===== src/rtl/spi_regbank_pkg.sv =====
// ---------------------------------------------------------------------------
// spi_regbank_pkg
// Shared definitions for the SPI-slave register bank:
//   - state_e      : frame FSM states (IDLE, CMD, DATA)
//   - CMD_W        : command phase length in bits
//   - CMD_WR_BIT   : command bit that selects write (1) or read (0)
//   - MAX_REGS     : widest read-only mask the bank accepts (ADDR_W up to 7)
//   - ro_sel()     : tells whether register idx is read-only under a mask
// ---------------------------------------------------------------------------
package spi_regbank_pkg;

  localparam int CMD_W      = 8;
  localparam int CMD_WR_BIT = 7;
  localparam int MAX_REGS   = 128;

  typedef enum logic [1:0] {
    IDLE,
    CMD,
    DATA
  } state_e;

  // A set mask bit marks the register as read-only: its read value comes
  // from the core and SPI writes to it are dropped.
  function automatic logic ro_sel(input logic [MAX_REGS-1:0] mask,
                                  input logic [6:0]          idx);
    return mask[idx];
  endfunction

endpackage


===== src/rtl/spi_sync_edge.sv =====
// ---------------------------------------------------------------------------
// spi_sync_edge
// Two-flop synchroniser for one asynchronous SPI pin, followed by one more
// flop so that single-cycle rise/fall pulses can be produced in clk_i.
// Ports:
//   clk_i   : system clock
//   rst_ni  : asynchronous active-low reset
//   d_i     : asynchronous input pin
//   rise_o  : one-cycle pulse on a synchronised 0->1 transition
//   fall_o  : one-cycle pulse on a synchronised 1->0 transition
// RST_VAL is the idle level of the pin, so that leaving reset with the pin
// at its idle level does not produce a spurious edge.
// ---------------------------------------------------------------------------
module spi_sync_edge #(
  parameter logic RST_VAL = 1'b0
) (
  input  logic clk_i,
  input  logic rst_ni,
  input  logic d_i,
  output logic rise_o,
  output logic fall_o
);

  logic [2:0] sync_q;

  // Stages 0 and 1 are the metastability filter; stage 2 holds the previous
  // synchronised level for edge detection.
  always_ff @(posedge clk_i or negedge rst_ni) begin
    if (!rst_ni) begin
      sync_q <= {3{RST_VAL}};
    end else begin
      sync_q <= {sync_q[1:0], d_i};
    end
  end

  assign rise_o = sync_q[1] & ~sync_q[2];
  assign fall_o = ~sync_q[1] & sync_q[2];

endmodule


===== src/rtl/spi_regbank.sv =====
// ---------------------------------------------------------------------------
// spi_regbank
// SPI mode-0 slave with a NUM_REGS x REG_W register file.
// Frame: 8-bit command (bit 7 = write, low ADDR_W bits = start address),
// then REG_W-bit data words, all MSB first.
// Ports:
//   clk, nrst              : system clock, asynchronous active-low reset
//   spi_cs_n, spi_clk      : chip select and SPI clock (asynchronous pins)
//   spi_mosi / spi_miso    : serial data in / out
//   spi_miso_oe            : pad enable, high while the frame is active
//   ro_i                   : read-only sources, slice i = [i*REG_W +: REG_W]
//   regs_o                 : writable register contents, read-only slices 0
//   wr_vld / wr_addr       : one-cycle commit pulse and its address
//   busy                   : high from synchronised cs fall to cs rise
// Configuration macro:
//   SPI_REGBANK_BURST_EN   : defined -> address auto-increments per word;
//                            undefined -> one data word per frame.
// ---------------------------------------------------------------------------
module spi_regbank
  import spi_regbank_pkg::*;
#(
  parameter int                  ADDR_W  = 3,
  parameter int                  REG_W   = 8,
  parameter logic [MAX_REGS-1:0] RO_MASK = 'h01
) (
  input  logic                           clk,
  input  logic                           nrst,
  input  logic                           spi_cs_n,
  input  logic                           spi_clk,
  input  logic                           spi_mosi,
  output logic                           spi_miso,
  output logic                           spi_miso_oe,
  input  logic [(2**ADDR_W)*REG_W-1:0]   ro_i,
  output logic [(2**ADDR_W)*REG_W-1:0]   regs_o,
  output logic                           wr_vld,
  output logic [ADDR_W-1:0]              wr_addr,
  output logic                           busy
);

  localparam int         NUM_REGS      = 2**ADDR_W;
  localparam logic [4:0] LAST_CMD_BIT  = 5'(CMD_W - 1);
  localparam logic [4:0] LAST_DATA_BIT = 5'(REG_W - 1);

  logic              cs_rise, cs_fall, sclk_rise, sclk_fall;
  logic [1:0]        mosi_sync_q;
  state_e            state_q, state_d;
  logic [4:0]        bit_cnt_q, bit_cnt_d;
  logic [REG_W-2:0]  rx_q, rx_d;
  logic [REG_W-1:0]  rx_next;
  logic [REG_W-1:0]  tx_q, tx_d;
  logic [ADDR_W-1:0] addr_q, addr_d;
  logic              is_wr_q, is_wr_d;
  logic              done_q, done_d;
  logic              busy_q, busy_d;
  logic              wr_en;
  logic              wr_vld_q;
  logic [ADDR_W-1:0] wr_addr_q;
  logic [REG_W-1:0]  regs_q [NUM_REGS];
  logic [REG_W-1:0]  ro_arr [NUM_REGS];
  logic [REG_W-1:0]  rd_val;

  spi_sync_edge #(.RST_VAL(1'b1)) u_cs_sync (
    .clk_i  (clk),
    .rst_ni (nrst),
    .d_i    (spi_cs_n),
    .rise_o (cs_rise),
    .fall_o (cs_fall)
  );

  spi_sync_edge #(.RST_VAL(1'b0)) u_sclk_sync (
    .clk_i  (clk),
    .rst_ni (nrst),
    .d_i    (spi_clk),
    .rise_o (sclk_rise),
    .fall_o (sclk_fall)
  );

  // mosi only needs the same two-flop delay as sclk so that the bit seen on
  // a synchronised rising edge is the one the master presented.
  always_ff @(posedge clk or negedge nrst) begin
    if (!nrst) begin
      mosi_sync_q <= '0;
    end else begin
      mosi_sync_q <= {mosi_sync_q[0], spi_mosi};
    end
  end

  // Word assembled including the bit being sampled right now; the MSB of a
  // finished word never needs storing, so rx_q is one bit narrower.
  assign rx_next = {rx_q, mosi_sync_q[1]};

  // Per-register views of the read-only inputs, and the value a read would
  // load into the tx shifter for the current address.
  for (genvar i = 0; i < NUM_REGS; i++) begin : g_regs
    assign ro_arr[i]                  = ro_i[i*REG_W +: REG_W];
    assign regs_o[i*REG_W +: REG_W]   = ro_sel(RO_MASK, 7'(i)) ? '0 : regs_q[i];
  end

  assign rd_val = ro_sel(RO_MASK, 7'(addr_q)) ? ro_arr[addr_q] : regs_q[addr_q];

  // Frame FSM and datapath next-state. Every word boundary resets the bit
  // counter; reads load the shifter on the first falling edge of a word and
  // shift on the rest. done_q stops all activity once the single word of a
  // non-burst frame is through. A cs rise overrides everything.
  always_comb begin
    state_d   = state_q;
    bit_cnt_d = bit_cnt_q;
    rx_d      = rx_q;
    tx_d      = tx_q;
    addr_d    = addr_q;
    is_wr_d   = is_wr_q;
    done_d    = done_q;
    busy_d    = busy_q;
    wr_en     = 1'b0;

    if (cs_fall) busy_d = 1'b1;
    if (cs_rise) busy_d = 1'b0;

    unique case (state_q)
      IDLE: begin
        if (cs_fall) begin
          state_d   = CMD;
          bit_cnt_d = '0;
          tx_d      = '0;
          done_d    = 1'b0;
        end
      end
      CMD: begin
        if (sclk_rise) begin
          rx_d = rx_next[REG_W-2:0];
          if (bit_cnt_q == LAST_CMD_BIT) begin
            state_d   = DATA;
            bit_cnt_d = '0;
            is_wr_d   = rx_next[CMD_WR_BIT];
            addr_d    = rx_next[ADDR_W-1:0];
          end else begin
            bit_cnt_d = bit_cnt_q + 5'd1;
          end
        end
      end
      DATA: begin
        if (!done_q) begin
          if (sclk_rise) begin
            rx_d = rx_next[REG_W-2:0];
            if (bit_cnt_q == LAST_DATA_BIT) begin
              bit_cnt_d = '0;
              wr_en     = is_wr_q && !ro_sel(RO_MASK, 7'(addr_q));
`ifdef SPI_REGBANK_BURST_EN
              addr_d    = addr_q + 1'b1;
`else
              done_d    = 1'b1;
`endif
            end else begin
              bit_cnt_d = bit_cnt_q + 5'd1;
            end
          end
          if (sclk_fall && !is_wr_q) begin
            tx_d = (bit_cnt_q == '0) ? rd_val : {tx_q[REG_W-2:0], 1'b0};
          end
        end
      end
      default: state_d = IDLE;
    endcase

    if (cs_rise) begin
      state_d = IDLE;
      tx_d    = '0;
    end
  end

  // State registers plus the register file. A commit lands in the cycle
  // after the synchronised last-bit rising edge, together with wr_vld.
  always_ff @(posedge clk or negedge nrst) begin
    if (!nrst) begin
      state_q   <= IDLE;
      bit_cnt_q <= '0;
      rx_q      <= '0;
      tx_q      <= '0;
      addr_q    <= '0;
      is_wr_q   <= 1'b0;
      done_q    <= 1'b0;
      busy_q    <= 1'b0;
      wr_vld_q  <= 1'b0;
      wr_addr_q <= '0;
      for (int i = 0; i < NUM_REGS; i++) regs_q[i] <= '0;
    end else begin
      state_q   <= state_d;
      bit_cnt_q <= bit_cnt_d;
      rx_q      <= rx_d;
      tx_q      <= tx_d;
      addr_q    <= addr_d;
      is_wr_q   <= is_wr_d;
      done_q    <= done_d;
      busy_q    <= busy_d;
      wr_vld_q  <= wr_en;
      if (wr_en) begin
        regs_q[addr_q] <= rx_next;
        wr_addr_q      <= addr_q;
      end
    end
  end

  assign spi_miso    = (state_q == DATA && !is_wr_q && !done_q) ? tx_q[REG_W-1] : 1'b0;
  assign spi_miso_oe = busy_q;
  assign busy        = busy_q;
  assign wr_vld      = wr_vld_q;
  assign wr_addr     = wr_addr_q;

endmodule

===== config.mk =====
export PLATFORM = sky130hd
export DESIGN_NAME = spi_regbank
export DESIGN_NICKNAME = d
export VERILOG_FILES = /design/src/rtl/spi_regbank_pkg.sv /design/src/rtl/spi_sync_edge.sv /design/src/rtl/spi_regbank.sv
export SDC_FILE = /design/constraint.sdc
export NUM_CORES = 1
export LEC_CHECK = 0
export ABC_AREA = 1
export BUFFER_PORTS_ARGS = -buffer_cell sky130_fd_sc_hd__clkbuf_2
export CAP_MARGIN = 20
export CORE_MARGIN = 2
export CORE_UTILIZATION = 53
export DETAILED_ROUTE_END_ITERATION = 16
export PLACE_DENSITY = 0.8
export SLEW_MARGIN = 20
export SYNTH_ARGS = -nofsm -noshare
export SYNTH_HDL_FRONTEND = slang
export SYNTH_SLANG_ARGS = --single-unit

===== constraint.sdc =====
create_clock -name clk -period 2.4 [get_ports clk]
set_input_delay 0.48 -clock clk [delete_from_list [all_inputs] [get_ports clk]]
set_output_delay 0.48 -clock clk [all_outputs]
set_load 0.05 [all_outputs]

After elaboration in Yosys (flattened, before gate mapping)
Memory sizes are Yosys's and may differ from the RTL's.
Cells that the tools add are included.
- add/sub/neg operators: 1
- multiply operators: 0
- divide/modulo/power cells: 0
- $lt $le $gt $ge: 3
- equality and inequality tests: 11
- shifts and indexed selects: 0
- muxes and demuxes: 42
- bitwise gates (word level): 9
- reductions and logical operators: 21
- operators with widths (operator ; count):
    8-bit two-way mux ; 11
    64-bit bitwise mux ; 1
    8-bit binary-select mux with 3-bit select ; 2
    8-bit demux with 3-bit select ; 1
    5-bit two-way mux ; 4
    8-bit case mux with 2 select lines ; 1
    3-bit != test (second input constant) ; 5
    5-bit case mux with 3 select lines ; 1
    7-bit two-way mux ; 2
    7-bit case mux with 2 select lines ; 1
    1-bit two-way mux ; 12
    3-bit by 8-bit < comparator with 1-bit output (second input constant) ; 1
    2-bit two-way mux ; 4
    4-bit AND reduction ; 2
    2-bit != test (second input constant) ; 3
    2-bit case mux with 3 select lines ; 1
    3-bit AND reduction ; 2
    2-bit nonzero test ; 3
    3-bit nonzero test ; 2
    5-bit by 1-bit adder with 5-bit output (second input constant) ; 1
    5-bit by 3-bit == test with 1-bit output (second input constant) ; 1
    1-bit logical AND ; 5
    5-bit zero test ; 1
    1-bit AND ; 4
    10 further kinds ; 16
- register bits: 104
- bits in latches: 0
- RAM bits: 0
- bits in read-only memories: 8
- bits of input ports: 69
- word-level logic and storage cells: 109
- memories kept: 1
- memories (name ; words ; width ; read ports ; clocked after memory_dff ; write ports ; line ; RTL):
    (no name shown) ; 8 ; 1 ; 1 ; 0 ; 0 ; spi_regbank_pkg.sv:26 ; return mask[idx];

Longest topological paths before layout
Gate-level depths: netlist of the first run.
- depth after elaboration: 10
- gate-level depth with buffers: 12
- mapped depth without buffers: 11

Modules after synthesis
A second synthesis of the first run with hierarchy kept.
- cells, all modules: 678
- area, all modules: 5420.2 µm²
- modules (own cells, without submodules) (module ; times used ; cells each ; area an instance (µm²) ; sequential area each (µm²)):
    spi_regbank ; 1 ; 664 ; 5236.3 ; 2352.3
    spi_sync_edge (u_cs_sync) ; 1 ; 7 ; 93.8 ; 78.8
    spi_sync_edge (u_sclk_sync) ; 1 ; 7 ; 90.1 ; 75.1

Least setup slack after synthesis of the first run
Ideal clock, no wire load.
- path type: register to output
- start point: register state_q[0]
- end point: output port spi_miso
- arrival: 1.425 ns
- required time: 1.920 ns
- slack: 0.495 ns
- stages on the path, launching flop included: 5
- path through: dfrtp_1 > inv_1 > ha_1 > nand2_1 > nor2_1
- longest elaborated chain between the ends: 4
- ends and longest elaborated chain (element ; line ; RTL):
    start: declaration ; spi_regbank.sv:46 ; state_e state_q, state_d;
    start signal: assignment ; spi_regbank.sv:187 ; state_q <= state_d;
    2-bit == test ; spi_regbank.sv:203 ; assign spi_miso = (state_q == DATA && !is_wr_q && !done_q) ? tx_q[REG_W-1] : 1'b0;
    1-bit logical AND (2 in a row) ; spi_regbank.sv:203 ;
    1-bit two-way mux ; spi_regbank.sv:203 ;
    end: declaration ; spi_regbank.sv:31 ; output logic spi_miso,
No other way between the ends.

Worst setup path after layout of the first run
Ends and elaborated chain as after synthesis.

==> impl_results.md, run 1 <==
- Layout cells sized above 1: 16.9%
- Synth area leader: dfrtp_1
- Maximum VDD drop: 0.359 mV
- Buffers added on ports: 75
- Post-synthesis sequential area ratio: roughly 47%
- #FFs+latches synth: 100
- Fin nets: ~800
- Number of library cell types mapped by synthesis: 30
- Reg area: roughly 0.0025 mm²
- Die Ht: 104 µm
- Die area: 0.0109 mm²
- RSZ-0062 raised after global routing: false
- Area Growth Syn to Fin: 4.91%
- Critical R2R Capture: regs_o[58]
- Critical path launch point type: flop
- All-Layer GR Usage: 23.2%
- WL/cell: 14.7 µm
- Post-synthesis simple-gate area fraction: between 20% and 30%
- Total Routed Length: approximately 12000 µm
- Clock Skews: 19.9 ps
- Largest delay share family, worst path: flip-flops
- Post-DP HPWL: 8820 µm
- Gpl congestion: 0.879
- Outcome: complete, but fails checks
- Syn Inst Count: between 600 and 700
- Worst EP arrival: 1700 ps
- Depth of the CTS H-tree: 3
- First-pass GRT wire length: 20000 µm
- Pwr Total: 4690 µW
- Avg Inst Size Synth: 7.75 µm²
- Multiplexer share of the synthesized area: 0%
- CTS Buf Count: 9
- Worst-Margin Slew: 523 ps
- Initial DRT Pass Iterations: 5
- Top area cells in the synthesized netlist: dfrtp_1 45%, nand2_1 15%, buf_4 9.4%
- Post-CTS setup buffer count: 0
- Final setup violation count: 0
- Initial core utilization: 54.7%
- Antenna cells: 0
- Final hold viol count: 11
- Required time worst endpoint: 1920 ps
- Final cell count without fillers: 842
- Worst-path clk slew: 100 ps
- Area taken by multi-input logic gates: 0.00191 mm²
- Slowest stage cell on the critical path: dfrtp_1
- Power per cell area: 836 mW/mm²
- Final hold slack: -8.42 ps
- Cells along the critical path: inv_1 > ha_1 > nand2_1 > nor2_1 > clkbuf_2
- Tcrit/Tclk final: about nine tenths
- Reg2reg start: state_q[0]
- Pin count of the biggest net entering global routing: 50
- Die X: 104 µm
- Num rows: 36
- Final instance area: 0.00561 mm²
- Slowest stage delay, CP: 430 ps
- Critical path type: reg2out
- Post-synth top area share: 45.4%
- Worst Setup End Kind: output port
- Cell Area, Placed: about 0.0054 mm²
- Via Count: around 4400
- Final min period: around 2200 ps
- DRT iter0 DRCs: 357
- Vias in the first global route: about 4200
- CP max FO: 6
- Max-slew violations: 0
- Core Area: 0.00977 mm²
- Initial antenna violation count: 0
- I/O pin count: 140
- Synth Area in Adders: 1.87%
- Synth Area in XOR/XNOR: less than 1%
- Fill count: 890
- Leakage power: 0.00313 µW
- Cell Area, Synth: 0.00535 mm²
- Maximum clock rate: 0.459 GHz
- CTS Sinks: 100
- Routed Antenna Nets: 0
- Clock Path Buffers: 2
- Clock Tree Root: clkbuf_8
- Clock Latency Late Sink: 380 ps
- Post-route DRC violation count: 0
- Aggregate negative setup slack: 0 ps
- Failing checks: hold timing
- Vias per cell: 5.19
- CTS tree: done
- Maximum capacitance violations: 0
- Placed instance count: approximately 830
- Worst relative slew slack: 65.1%
- R2R Setup Slk: 300 ps
- Largest family of logic cells by synthesized area: simple AND/OR/NAND/NOR gates
- Hold Crit Class: in2async
- Compound-gate portion of the synthesized area: a little under a tenth
- GRT overflow: 0
- Critical path buffer and inverter count: 2
- Ys Warns: 0
- Worst reg2reg path depth: 10
==> kinds of logic (layout without fill, tap and decap cells) <==
logic type	after synthesis	count (layout)
other	1	8
and+or+nand+nor	298	298
adders and majority gates	8	8
DFF	100	100
xor gates and xnor gates	1	1
AOI/OAI and AO/OA	97	97
buffers and inverters	185	197
==> flip-flops by register name (all words and copies together), names as in the netlist, 4 cells and up <==
| register | cells |
|---|---|
| bit_cnt_q | 5 |
| regs_o | 56 |
| rx_q | 7 |
| tx_q | 8 |
| regs_q | 4 |
==> report_power, final <==
| part | leakage, µW | internal (µW) | switching (µW) |
|---|---|---|---|
| registers | 0.00136 | 1830 | 217 |
| logic | 0.00167 | 437 | 1020 |
| clock network | 0.000100 | 592 | 591 |
| total | 0.00313 | 2860 | 1830 |
==> layout by cell type, fill, tap and decap left out, types with 3 or more instances in the layout <==
| cell | instances |
|---|---|
| buf_4 | 7 |
| nor2_1 | 28 |
| nand3_2 | 3 |
| or2_2 | 3 |
| nor2_4 | 3 |
| nand2_2 | 3 |
| inv_2 | 3 |
| nand2_1 | 215 |
| a21oi_1 | 16 |
| o21ai_1 | 6 |
| clkbuf_8 | 9 |
| clkbuf_2 | 74 |
| dfstp_2 | 3 |
| nand3_1 | 34 |
| conb_1 | 8 |
| o21ai_0 | 73 |
| dfrtp_1 | 97 |
| ha_1 | 8 |
| inv_1 | 96 |
==> worst max path at each step <==
| stage | start | endpoint | slack [ps] | cells after the start |
|---|---|---|---|---|
| floorplan | state_q[0] | spi_miso | 490 | 4 |
| global placement | state_q[0] | regs_o[62] | 300 | 9 |
| detailed placement | state_q[0] | regs_o[63] | 210 | 9 |
| CTS | state_q[0] | regs_o[63] | 180 | 9 |
| global route | state_q[0] | regs_o[10] | 120 | 11 |
| finish | state_q[0] | spi_miso | 220 | 5 |
==> per-stage QoR <==
stage                     util (%)  hold slack [ps]  setup slack, ps
after floorplan                  -              184              495
after detailed placement      55.1              338              210
after CTS                     57.3             13.2              185
final                         57.4            -8.42              220
after global routing          57.4             18.8              118
after global placement        55.1              335              303
==> Yosys cell counts, drive strengths merged <==
cell,instances
clkbuf,13
dfstp,3
xor2,1
nor2,35
inv,99
conb,1
or2,3
nand3b,1
nand4,1
nand2,219
nor3,1
nor3b,1
nand3,37
a21oi,16
buf,73
ha,8
o21ai,79
a31oi,2
dfrtp,97
==> area by class of cell <==
class,instances,share of cell area (%)
clock buffer,11,2.34
clock inverter,5,1.49
inverter,99,6.63
multi-input combinational,412,34.0
sequential,100,44.7
tap,133,2.97
timing repair buffer,82,7.90
==> what timing repair did <==
| item | 4_1_cts | 5_1_grt |
|---|---|---|
| endpoints found under the setup margin | 0 | 7 |
| hold buffers | 0 | 0 |
| resized for setup | 0 | 1 |
==> per-layer routing <==
layer / part of all wire, % / GRT usage, %
met5: 0 / 0
met4: 2.5 / 8.88
met2: 48 / 36.8
met1: 42 / 31.7
met3: 7.0 / 4.07
Power figures use the tool's default switching activity.
==> inputs of run 2 (changes only) <==
--- a/config.mk
+++ b/config.mk
@@ -12,7 +12,9 @@
 export CORE_UTILIZATION = 53
 export DETAILED_ROUTE_END_ITERATION = 16
 export PLACE_DENSITY = 0.8
+export REMOVE_ABC_BUFFERS = 1
 export SLEW_MARGIN = 20
 export SYNTH_ARGS = -nofsm -noshare
 export SYNTH_HDL_FRONTEND = slang
 export SYNTH_SLANG_ARGS = --single-unit
+export TNS_END_PERCENT = 5
==> run 2 against run 1 <==
Net effect:
- the run now ends clean
- final cell count is 0.12% higher
- die area stayed put
- critical path depth stayed put
- flip-flop and latch count stayed put
- largest power group unchanged
==> impl_results.md, run 2 (synthesis gave the netlist of run 1 again) <==
- Final hold viol count: 0 (-11)
- Power per cell area: 824 mW/mm² (-1.4%)
- Reg area: 0.00251 mm² (unchanged)
- CTS Buf Count: 9 (unchanged)
- Worst-path clk slew: 90 ps (about the same)
- P_sw: 1800 µW (-1.5%)
- Maximum capacitance violations: 0 (unchanged)
- Util after Layout: 57.3% (about the same)
- GRT overflow: 0 (unchanged)
- WL/cell: 14.1 µm (-4.4%)
- Worst-Margin Slew: 505 ps (-17.6 ps)
- Worst Setup End Kind: output port
- Power Internal: 2820 µW (-1.4%)
- Vias in the first global route: 3918 (-5.6%)
- CP max FO: 6 (unchanged)
- Total Routed Length: 11900 µm (-4.3%)
- Tcrit/Tclk final: 91.0% (+0.13 points)
- Pin count of the biggest net entering global routing: 45 (-10%)
- CTS tree: done
- Core Area: 0.00977 mm² (unchanged)
- Outcome: complete, no violations
- Leakage power: 0.00313 µW (+0.20%)
- RSZ-0062 raised after global routing: false
- Aggregate negative setup slack: 0 ps (unchanged)
- Post-DP HPWL: 8630 µm (-2.1%)
- Reg2reg start: state_q[0]
- Worst EP arrival: 1700 ps (about the same)
- Initial core utilization: 54.7% (unchanged)
- CTS Sinks: 100 (unchanged)
- Clock Tree Root: clkbuf_8
- Clock Latency Late Sink: 370 ps (about the same)
- Seq pwr share: 43.9% (+0.3 points)
- Max-slew violations: 0 (unchanged)
- Vias per cell: 5.01 (-3.4%)
- Most frequent cells in the layout: 215 x nand2_1, 97 x dfrtp_1, 96 x inv_1
- Final min period: 2180 ps (+3.10 ps)
- Quantity of hold-fixing buffers added after cts: 0 (unchanged)
- Depth of the CTS H-tree: 3 (unchanged)
- Sw Ratio: 39.1% (about the same)
- Largest register FFs: 56 (unchanged)
- Area taken by multi-input logic gates: 0.00191 mm² (unchanged)
- Cells along the critical path: inv_1 > ha_1 > nand2_1 > nor2_1 > clkbuf_2
- Post-route DRC violation count: 0 (unchanged)
- Initial DRT Pass Iterations: 6 (+1)
- Maximum clock rate: 0.458 GHz (-0.14%)
- Final instance area: 0.00560 mm² (about the same)
- Via Count: 4226 (-3.3%)
- Routed Antenna Nets: 0 (unchanged)
- Maximum VDD drop: 0.455 mV (+27%)
- Critical path type: reg2out
- Slowest stage delay, CP: 430 ps (about the same)
- Post-CTS setup buffer count: 0 (unchanged)
- All-Layer GR Usage: 22.1% (-1.1 points)
- Area Growth Syn to Fin: 4.82% (about the same)
- Buffers added on ports: 75 (unchanged)
- Clock Skews: 11.9 ps (-8.02 ps)
- Gpl congestion: 0.898 (+2.1%)
- Pwr Total: 4620 µW (-1.5%)
- Met2 Use GR: 35.5% (-1.3 points)
- First-pass GRT wire length: 19200 µm (-4.1%)
- Num rows: 36 (unchanged)
- DRT iter0 DRCs: 369 (+3.4%)
- Critical path launch point type: flop
- Antenna cells: 0 (unchanged)
- Worst reg2reg path depth: 11 (+1)
- Slowest stage cell on the critical path: dfrtp_1
- Met3 global-route usage: 4.82% (+0.75 points)
- Combinational share of power: 32.2% (+1.1 points)
- Clock Path Buffers: 2 (unchanged)
- Die Ht: 104 µm (unchanged)
- Fill count: 890 (unchanged)
- Hold Crit Class: in2async
- Die area: 0.0109 mm² (unchanged)
- Initial antenna violation count: 0 (unchanged)
- R2R Setup Slk: 330 ps (+30 ps)
- Cell Area, Placed: 0.00540 mm² (+0.14%)
- Required time worst endpoint: 1920 ps (about the same)
- Worst relative slew slack: 66.2% (+1.1 points)
- Layout cells sized above 1: 17.2% (+0.26 points)
- Busiest grt layer: met2
- Commonest non-fill, non-tap cell in the layout: nand2_1
- I/O pin count: 140 (unchanged)
- Critical R2R Capture: regs_o[11]
- Final setup violation count: 0 (unchanged)
- Die X: 104 µm (unchanged)
- Fin nets: 782 (+0.13%)
- M1 GR Usage: 29.5% (-2.2 points)
- Clk pwr share: 23.9% (-1.3 points)
[run 2: changes by cell type in the layout (fill, tap and decap cells not counted), sizes merged]
cell | previous run | this run
clkinv | 0 | 2
clkbuf | 85 | 86
bufinv | 2 | 1
inv | 100 | 99
buf | 8 | 9
clkinvlp | 2 | 1
[run 2: how the worst max path moves through the flow]
stage                          start    endpoint  slack, ps
final                     state_q[0]    spi_miso        220
after global routing      state_q[0]  regs_o[19]        120
after CTS                 state_q[0]    spi_miso        200
after detailed placement  state_q[0]  regs_o[59]        240
after global placement    state_q[0]  regs_o[62]        320
after floorplan            addr_q[0]  regs_o[56]         10
[run 2: power groups by stage]
stage          Clock [µW]  Sequential, µW  Combinational, µW
6_report             1110            2030               1490
5_1_grt              1190            2040               1680
4_1_cts              1120            2020               1470
3_5_place_dp            0            2050               1460
3_3_place_gp            0            2030               1420
2_1_floorplan           0            2030                970
[run 2: area by class of cell]
cell class                      instances  area share (%)
Clock buffer                           12            2.77
Inverter                               99            6.63
Timing Repair Buffer                   83            8.04
Tap cell                              133            2.97
Multi-Input combinational cell        412            34.0
Sequential cell                       100            44.7
Clock inverter                          4           0.848
[run 2: what timing repair did]
action / 4_1_cts / 5_1_grt
resized for setup: 0 / 1
hold endpoints to repair: 0 / 0
setup endpoints to repair: 0 / 3
[run 2: worst max-delay path, delay by kind of cell (launching register included)]
family / cells / cell delay (ps)
flops: 1 / 430
simple gates: 2 / 240
fa+ha+maj: 1 / 260
buf+inv: 2 / 410
[run 2: routing by layer]
layer | vias up | routed length, µm
met4 | 0 | 217
li1 | 2076 | -
met1 | 1968 | 5110
met2 | 164 | 5650
met3 | 18 | 875
met5 | - | 0
[run 2: through the flow]
step	hold slack, ps	worst slack (ps)	cells
after floorplan	184	14.3	611
after global placement	332	320	827
after detailed placement	336	237	827
after CTS	68.3	200	843
after global routing	70.0	118	843
final	57.1	216	843
